[src/rtl/mem_req_pkg.sv]
// mem_req_pkg: shared types and helpers for the MEM-stage data-memory initiator.
//   op_e    - load/store access type as encoded by the decoder
//   state_e - initiator FSM states
//   is_store(), is_misaligned() - decode helpers used by the top and the bench
package mem_req_pkg;

  typedef enum logic [2:0] {
    LW  = 3'd0,
    LH  = 3'd1,
    LHU = 3'd2,
    LB  = 3'd3,
    LBU = 3'd4,
    SW  = 3'd5,
    SH  = 3'd6,
    SB  = 3'd7
  } op_e;

  typedef enum logic [1:0] {
    S_IDLE = 2'd0,
    S_REQ  = 2'd1,
    S_DONE = 2'd2
  } state_e;

  function automatic logic is_store(input op_e op);
    return (op == SW) || (op == SH) || (op == SB);
  endfunction

  // Words need both low address bits clear, halfwords only bit 0.
  function automatic logic is_misaligned(input op_e op, input logic [1:0] off);
    logic mis;
    mis = 1'b0;
    case (op)
      LW, SW:      mis = (off != 2'b00);
      LH, LHU, SH: mis = off[0];
      default:     mis = 1'b0;
    endcase
    return mis;
  endfunction

endpackage

[src/rtl/mem_lane_ext.sv]
// mem_lane_ext: combinational load-data extract and extend.
//   op_i   - access type (op_e encoding)
//   off_i  - byte offset addr[1:0]
//   word_i - aligned 32-bit word read from memory
//   data_o - byte/halfword selected and sign/zero extended; LW (and stores)
//            pass the word through unchanged
module mem_lane_ext
  import mem_req_pkg::*;
(
  input  logic [2:0]  op_i,
  input  logic [1:0]  off_i,
  input  logic [31:0] word_i,
  output logic [31:0] data_o
);

  logic [7:0]  byte_sel;
  logic [15:0] half_sel;

  always_comb begin
    byte_sel = 8'h00;
    case (off_i)
      2'd0:    byte_sel = word_i[7:0];
      2'd1:    byte_sel = word_i[15:8];
      2'd2:    byte_sel = word_i[23:16];
      default: byte_sel = word_i[31:24];
    endcase
    half_sel = off_i[1] ? word_i[31:16] : word_i[15:0];
  end

  always_comb begin
    data_o = word_i;
    case (op_e'(op_i))
      LB:      data_o = {{24{byte_sel[7]}}, byte_sel};
      LBU:     data_o = {24'h0, byte_sel};
      LH:      data_o = {{16{half_sel[15]}}, half_sel};
      LHU:     data_o = {16'h0, half_sel};
      default: data_o = word_i;
    endcase
  end

endmodule

[src/rtl/mem_req_master.sv]
// mem_req_master: MEM-stage initiator for the data-memory port.
// Accepts one load/store per instruction, issues a word-aligned req/ack
// transaction, stalls the pipeline until it completes and returns the
// extended load result with a one-cycle done pulse.
//   clk, reset (sync, active-high)
//   op_valid_i/op_i/addr_i/wdata_i/pc_i - pipeline request
//   stall_o, done_o, rd_data_o, exc_adel_o, exc_ades_o, err_timeout_o - pipeline response
//   mem_req_o/mem_we_o/mem_addr_o/mem_be_o/mem_wdata_o, mem_ack_i/mem_rdata_i - memory port
//   trace_pc_o - PC of the access in flight, for the golden-trace monitor
//
// state  | meaning
// IDLE   | waiting for a load/store from the pipeline
// REQ    | request on the memory port, waiting for ack or timeout
// DONE   | one-cycle completion; results/exception flags valid
module mem_req_master
  import mem_req_pkg::*;
#(
  parameter int TIMEOUT = 16,
  parameter int CNT_W   = 5
) (
  input  logic        clk,
  input  logic        reset,
  input  logic        op_valid_i,
  input  logic [2:0]  op_i,
  input  logic [31:0] addr_i,
  input  logic [31:0] wdata_i,
  input  logic [31:0] pc_i,
  output logic        stall_o,
  output logic        done_o,
  output logic [31:0] rd_data_o,
  output logic        exc_adel_o,
  output logic        exc_ades_o,
  output logic        err_timeout_o,
  output logic        mem_req_o,
  output logic        mem_we_o,
  output logic [31:0] mem_addr_o,
  output logic [3:0]  mem_be_o,
  output logic [31:0] mem_wdata_o,
  input  logic        mem_ack_i,
  input  logic [31:0] mem_rdata_i,
  output logic [31:0] trace_pc_o
);

  state_e            state_q, state_d;
  op_e               op_q, op_d;
  logic [31:0]       addr_q, addr_d;
  logic [31:0]       wdata_q, wdata_d;
  logic [31:0]       pc_q, pc_d;
  logic [CNT_W-1:0]  cnt_q, cnt_d;
  logic [31:0]       rd_data_q, rd_data_d;
  logic              adel_q, adel_d;
  logic              ades_q, ades_d;
  logic              tmo_q, tmo_d;

  logic [31:0]       ld_data;
  logic [3:0]        st_be;
  logic [31:0]       st_wdata;
  logic              in_req;
  op_e               op_in;

  assign op_in = op_e'(op_i);

  mem_lane_ext u_lane_ext (
    .op_i   (op_q),
    .off_i  (addr_q[1:0]),
    .word_i (mem_rdata_i),
    .data_o (ld_data)
  );

  always_ff @(posedge clk) begin
    if (reset) begin
      state_q   <= S_IDLE;
      op_q      <= LW;
      addr_q    <= '0;
      wdata_q   <= '0;
      pc_q      <= '0;
      cnt_q     <= '0;
      rd_data_q <= '0;
      adel_q    <= 1'b0;
      ades_q    <= 1'b0;
      tmo_q     <= 1'b0;
    end else begin
      state_q   <= state_d;
      op_q      <= op_d;
      addr_q    <= addr_d;
      wdata_q   <= wdata_d;
      pc_q      <= pc_d;
      cnt_q     <= cnt_d;
      rd_data_q <= rd_data_d;
      adel_q    <= adel_d;
      ades_q    <= ades_d;
      tmo_q     <= tmo_d;
    end
  end

  // Exception/timeout flags are only ever set on the transition into DONE,
  // so defaulting them to 0 makes them single-cycle, aligned with done.
  always_comb begin
    state_d   = state_q;
    op_d      = op_q;
    addr_d    = addr_q;
    wdata_d   = wdata_q;
    pc_d      = pc_q;
    cnt_d     = cnt_q;
    rd_data_d = rd_data_q;
    adel_d    = 1'b0;
    ades_d    = 1'b0;
    tmo_d     = 1'b0;
    stall_o   = 1'b0;
    case (state_q)
      S_IDLE: begin
        if (op_valid_i) begin
          stall_o = 1'b1;
          if (is_misaligned(op_in, addr_i[1:0])) begin
            state_d = S_DONE;
            if (is_store(op_in)) ades_d = 1'b1;
            else                 adel_d = 1'b1;
          end else begin
            state_d = S_REQ;
            op_d    = op_in;
            addr_d  = addr_i;
            wdata_d = wdata_i;
            pc_d    = pc_i;
            cnt_d   = '0;
          end
        end
      end
      S_REQ: begin
        stall_o = 1'b1;
        if (mem_ack_i) begin
          state_d = S_DONE;
          if (!is_store(op_q)) rd_data_d = ld_data;
        end else if (cnt_q == CNT_W'(TIMEOUT - 1)) begin
          state_d   = S_DONE;
          tmo_d     = 1'b1;
          rd_data_d = '0;
        end else begin
          cnt_d = cnt_q + 1'b1;
        end
      end
      S_DONE: state_d = S_IDLE;
      default: state_d = S_IDLE;
    endcase
  end

  always_comb begin
    st_be    = 4'b0000;
    st_wdata = '0;
    case (op_q)
      SB: begin
        st_be    = 4'b0001 << addr_q[1:0];
        st_wdata = {4{wdata_q[7:0]}};
      end
      SH: begin
        st_be    = addr_q[1] ? 4'b1100 : 4'b0011;
        st_wdata = {2{wdata_q[15:0]}};
      end
      SW: begin
        st_be    = 4'b1111;
        st_wdata = wdata_q;
      end
      default: begin
        st_be    = 4'b0000;
        st_wdata = '0;
      end
    endcase
  end

  // Memory-port outputs are forced to 0 outside REQ so the bus is quiet
  // between transactions.
  assign in_req        = (state_q == S_REQ);
  assign mem_req_o     = in_req;
  assign mem_we_o      = in_req & is_store(op_q);
  assign mem_addr_o    = in_req ? {addr_q[31:2], 2'b00} : 32'h0;
  assign mem_be_o      = in_req ? st_be : 4'b0000;
  assign mem_wdata_o   = in_req ? st_wdata : 32'h0;
  assign done_o        = (state_q == S_DONE);
  assign rd_data_o     = rd_data_q;
  assign exc_adel_o    = adel_q;
  assign exc_ades_o    = ades_q;
  assign err_timeout_o = tmo_q;
  assign trace_pc_o    = pc_q;

endmodule
[config.mk]
export PLATFORM = sky130hd
export DESIGN_NAME = mem_req_master
export DESIGN_NICKNAME = d
export VERILOG_FILES = /design/src/rtl/mem_req_pkg.sv /design/src/rtl/mem_lane_ext.sv /design/src/rtl/mem_req_master.sv
export SDC_FILE = /design/constraint.sdc
export NUM_CORES = 1
export LEC_CHECK = 0
export CAP_MARGIN = 20
export CORE_ASPECT_RATIO = 1.4
export CORE_MARGIN = 1.5
export CORE_UTILIZATION = 40
export CTS_BUF_LIST = sky130_fd_sc_hd__clkbuf_16
export CTS_CLUSTER_SIZE = 10
export DETAILED_ROUTE_END_ITERATION = 16
export HOLD_SLACK_MARGIN = 0.15
export PLACE_DENSITY_LB_ADDON = 0.3
export SKIP_LAST_GASP = 1
export SLEW_MARGIN = 20
export SYNTH_ARGS = -nofsm -noshare
export SYNTH_HDL_FRONTEND = slang
export SYNTH_HIERARCHICAL = 1
export SYNTH_SLANG_ARGS = --single-unit
[constraint.sdc]
create_clock -name clk -period 2.71 [get_ports clk]
set_input_delay 0.4065 -clock clk [delete_from_list [all_inputs] [get_ports clk]]
set_output_delay 0.4065 -clock clk [all_outputs]
set_load 0.01 [all_outputs]
==> impl_metrics.yaml <==
layout:
  fin_nets: 1331
  final_cells: 1459
  area_growth_pct: 44.84
  n_antenna_cell: 0
  fillers: 1766
  layout-drive-gt1-share_pct: 8.865
timing:
  slew_violations: 0
  fin_tns_setup_ps: 0
  slew_headroom_pct: 51.69
  period_needed_ps: 2581
  tightest_slew_ps: 724.6
  grt_setup_unrepaired: "false"
  timing.fmax_mhz: 387.4
  finClkSkew_ps: 9.372
  finalHoldViolCount: 0
  period_share_pct: 95.25
  setup_viol: 0
synth:
  ys.flop_type: "dfxtp_1"
  yosysUniqueCellTypes: 57
  avgSynthCellArea_um2: 8.435
  ys_ff_latch: 141
  synth_warnings: 6
  netlist_instances: 953
  synth_edf_count: 0
  synthArstFlopShare_pct: 0
  netlist_area_um2: 8039
  yosysSeqAreaShare_pct: 35.11
clock_network:
  tritoncts: "yes"
  clk-insertion-delay-late_ps: 420
  cts_num_sinks: 141
  cts_root_buf: "clkbuf_16"
  numCtsBuffers: 17
  post_cts_buffers: 0
  cts_buffer_depth: 2
  h-tree-depth: 4
  clk_pin_slew_ps: 60
pwr:
  ir_drop_mv: 0.4408
  p_per_area_nw_per_um2: 495.2
  p_leak_nw: 4.057
global_route:
  overflow: 0
  grt_first_pass_wirelength_um: 37290
  grt_usage_pct: 22.53
  grt_max_degree: 87
  grt_pass1_vias: 7325
  antenna_found_initial: 0
detailed_routing:
  wl_per_cell_um: 16.36
  ant_nets: 0
  vias: 7648
  drtIter0Drc: 626
  drc: 0
  firstDrtPassIters: 5
  routed_wl_um: 23870
  avgViaCountPerCell: 5.242
setup_path:
  crit_fanout: 30
  path_class: "reg -> out"
  endpoint_kind: "output pin"
  crit_arrival_ps: 2170
  r2r_start: "op_q[1]"
  cp-start-kind: "flip-flop"
  r2r_slack_ps: 480
  startpoint: "op_q[0]"
  worstPathRequired_ps: 2300
die:
  initial_core_util_pct: 40.67
  row_count: 61
  io_pins: 274
  fp.dieW_um: 122.8
  die_y_um: 170.7
  die_area_um2: 20970
  coreArea_um2: 19770
place:
  place_congestion: 0.9231
  dp.cells: 1426
  port_buffers: 271
  hpwl_um: 17080
job:
  cap_violations: 0
min_path:
  worstHoldStart: "rd_data_o[4]"
  min_path_type: "reg -> reg"
status:
  status: "finished clean"
-- state kept, by name, summed over array words and instances, names as in the netlist --
signal / count
exc_ades_o: 1
exc_adel_o: 1
addr_q: 32
cnt_q: 5
err_timeout_o: 1
state_q: 2
trace_pc_o: 32
op_q: 3
wdata_q: 32
rd_data_o: 32
-- Yosys cell counts, types with 4 or more instances --
library cell    n  area, µm²
a221o_1         6      60.06
buf_2          20      100.1
nand3_1        33      165.2
a22oi_1        22      165.2
mux2i_1       101       1011
mux4_2          7      157.7
nor2b_1        21      131.4
o21ai_2         5      43.79
nand2_1        61      229.0
o221ai_1        8      70.07
o21ai_0        17      85.08
a21oi_1        76      380.4
dfxtp_1       141       2823
nor2_1         30      112.6
nor3_1          6      30.03
nand2b_1      206       1289
o21ai_1        15      75.07
buf_6           4      45.04
inv_1          15      56.30
a32oi_1         6      52.55
and2_1         40      250.2
clkbuf_1       54      202.7
a21oi_2        11      96.34
-- report_power, final --
| part | total [mW] | switching (mW) | internal (mW) |
|---|---|---|---|
| Clock | 2.30 | 0.948 | 1.35 |
| Combinational | 1.19 | 0.556 | 0.634 |
| Sequential | 2.28 | 0.0833 | 2.19 |
| Total | 5.77 | 1.59 | 4.18 |
-- cell families (layout without fill, tap and decap cells) --
logic type,after synthesis,after routing,synth area share [%]
XOR/XNOR,3,3,0.3269
AND/OR/NAND/NOR,415,415,29.21
multiplexers,109,109,14.71
flip-flops,141,141,35.11
AO/OA/AOI/OAI,182,182,14.79
adder cells (fa/ha/maj),2,2,0.3112
buffers and inverters,100,353,5.494
other,1,2,0.04665
-- path summary, 6_finish.rpt --
path                                       end  depth (start not counted)
worst max register to register   rd_data_o[31]                          8
worst max-delay path            mem_wdata_o[8]                          5
worst min-delay path              rd_data_o[4]                          2
worst min register to register    rd_data_o[4]                          2
-- final cells by class --
type / instances / area (µm²) / area share (%)
Clock buffer: 17 / 425.4 / 3.654
Clock inverter: 15 / 146.4 / 1.257
Inverter: 17 / 63.81 / 0.5480
Multi-Input combinational cell: 713 / 4803 / 41.25
Sequential cell: 141 / 2826 / 24.27
Tap cell: 252 / 315.3 / 2.708
Timing Repair Buffer: 303 / 3058 / 26.26
Timing Repair inverter: 1 / 5.005 / 0.04298
-- routing by layer --
metal	wire (µm)	part of all wire (%)	vias to the layer above	global-route usage, %
li1	-	-	3726	-
met1	9247	39	3538	25.80
met2	11560	48	322	37.71
met3	1954	8.2	62	6.667
met4	1109	4.6	0	11.32
met5	0	0	-	0
-- critical path, stage by stage (launching register included) --
cell	delay [ps]
dfxtp_1	470
buf_8	250
and2_2	270
a22oi_1	90
nor2_1	130
clkdlybuf4s50_1	550
-- layout by cell type, fill, tap and decap left out, types with 3 or more instances in the layout --
cell type,count
o21ai_0,17
o21ai_2,5
and3_1,3
a32oi_1,6
nand3_1,33
inv_6,3
dfxtp_2,3
o21ai_1,15
inv_1,16
nand2_1,61
a21oi_1,76
nor3_1,5
clkinvlp_4,4
a21oi_2,11
a221o_1,6
nor2_1,30
a22oi_1,22
buf_4,24
o221ai_1,7
nor2b_1,19
a32o_1,3
mux2i_1,101
clkbuf_16,17
mux4_2,7
nand2b_1,206
dfxtp_1,138
buf_12,8
clkdlybuf4s50_1,270
and2_1,39
-- what timing repair did --
| item | in CTS | in global routing |
|---|---|---|
| gates resized for setup | 3 | 5 |
| pin swaps | 0 | 0 |
| hold buffers | 0 | 0 |
| cloned | 0 | 1 |
| endpoints found under the setup margin | 8 | 16 |
-- per-stage QoR --
stage / setup WS (ps) / utilization (%) / instance area, µm² / power (mW) / hold slack (ps)
2_1_floorplan: 804.1 / - / 8043 / 2.972 / 444.1
3_3_place_gp: 411.4 / 55.88 / 11050 / 3.489 / 438.7
3_5_place_dp: 369.0 / 55.88 / 11050 / 3.502 / 443.2
4_1_cts: 14.07 / 58.81 / 11620 / 5.830 / 451.9
5_1_grt: 23.71 / 58.90 / 11640 / 6.026 / 462.2
6_report: 128.9 / 58.90 / 11640 / 5.766 / 447.7
Power figures use the tool's default switching activity.
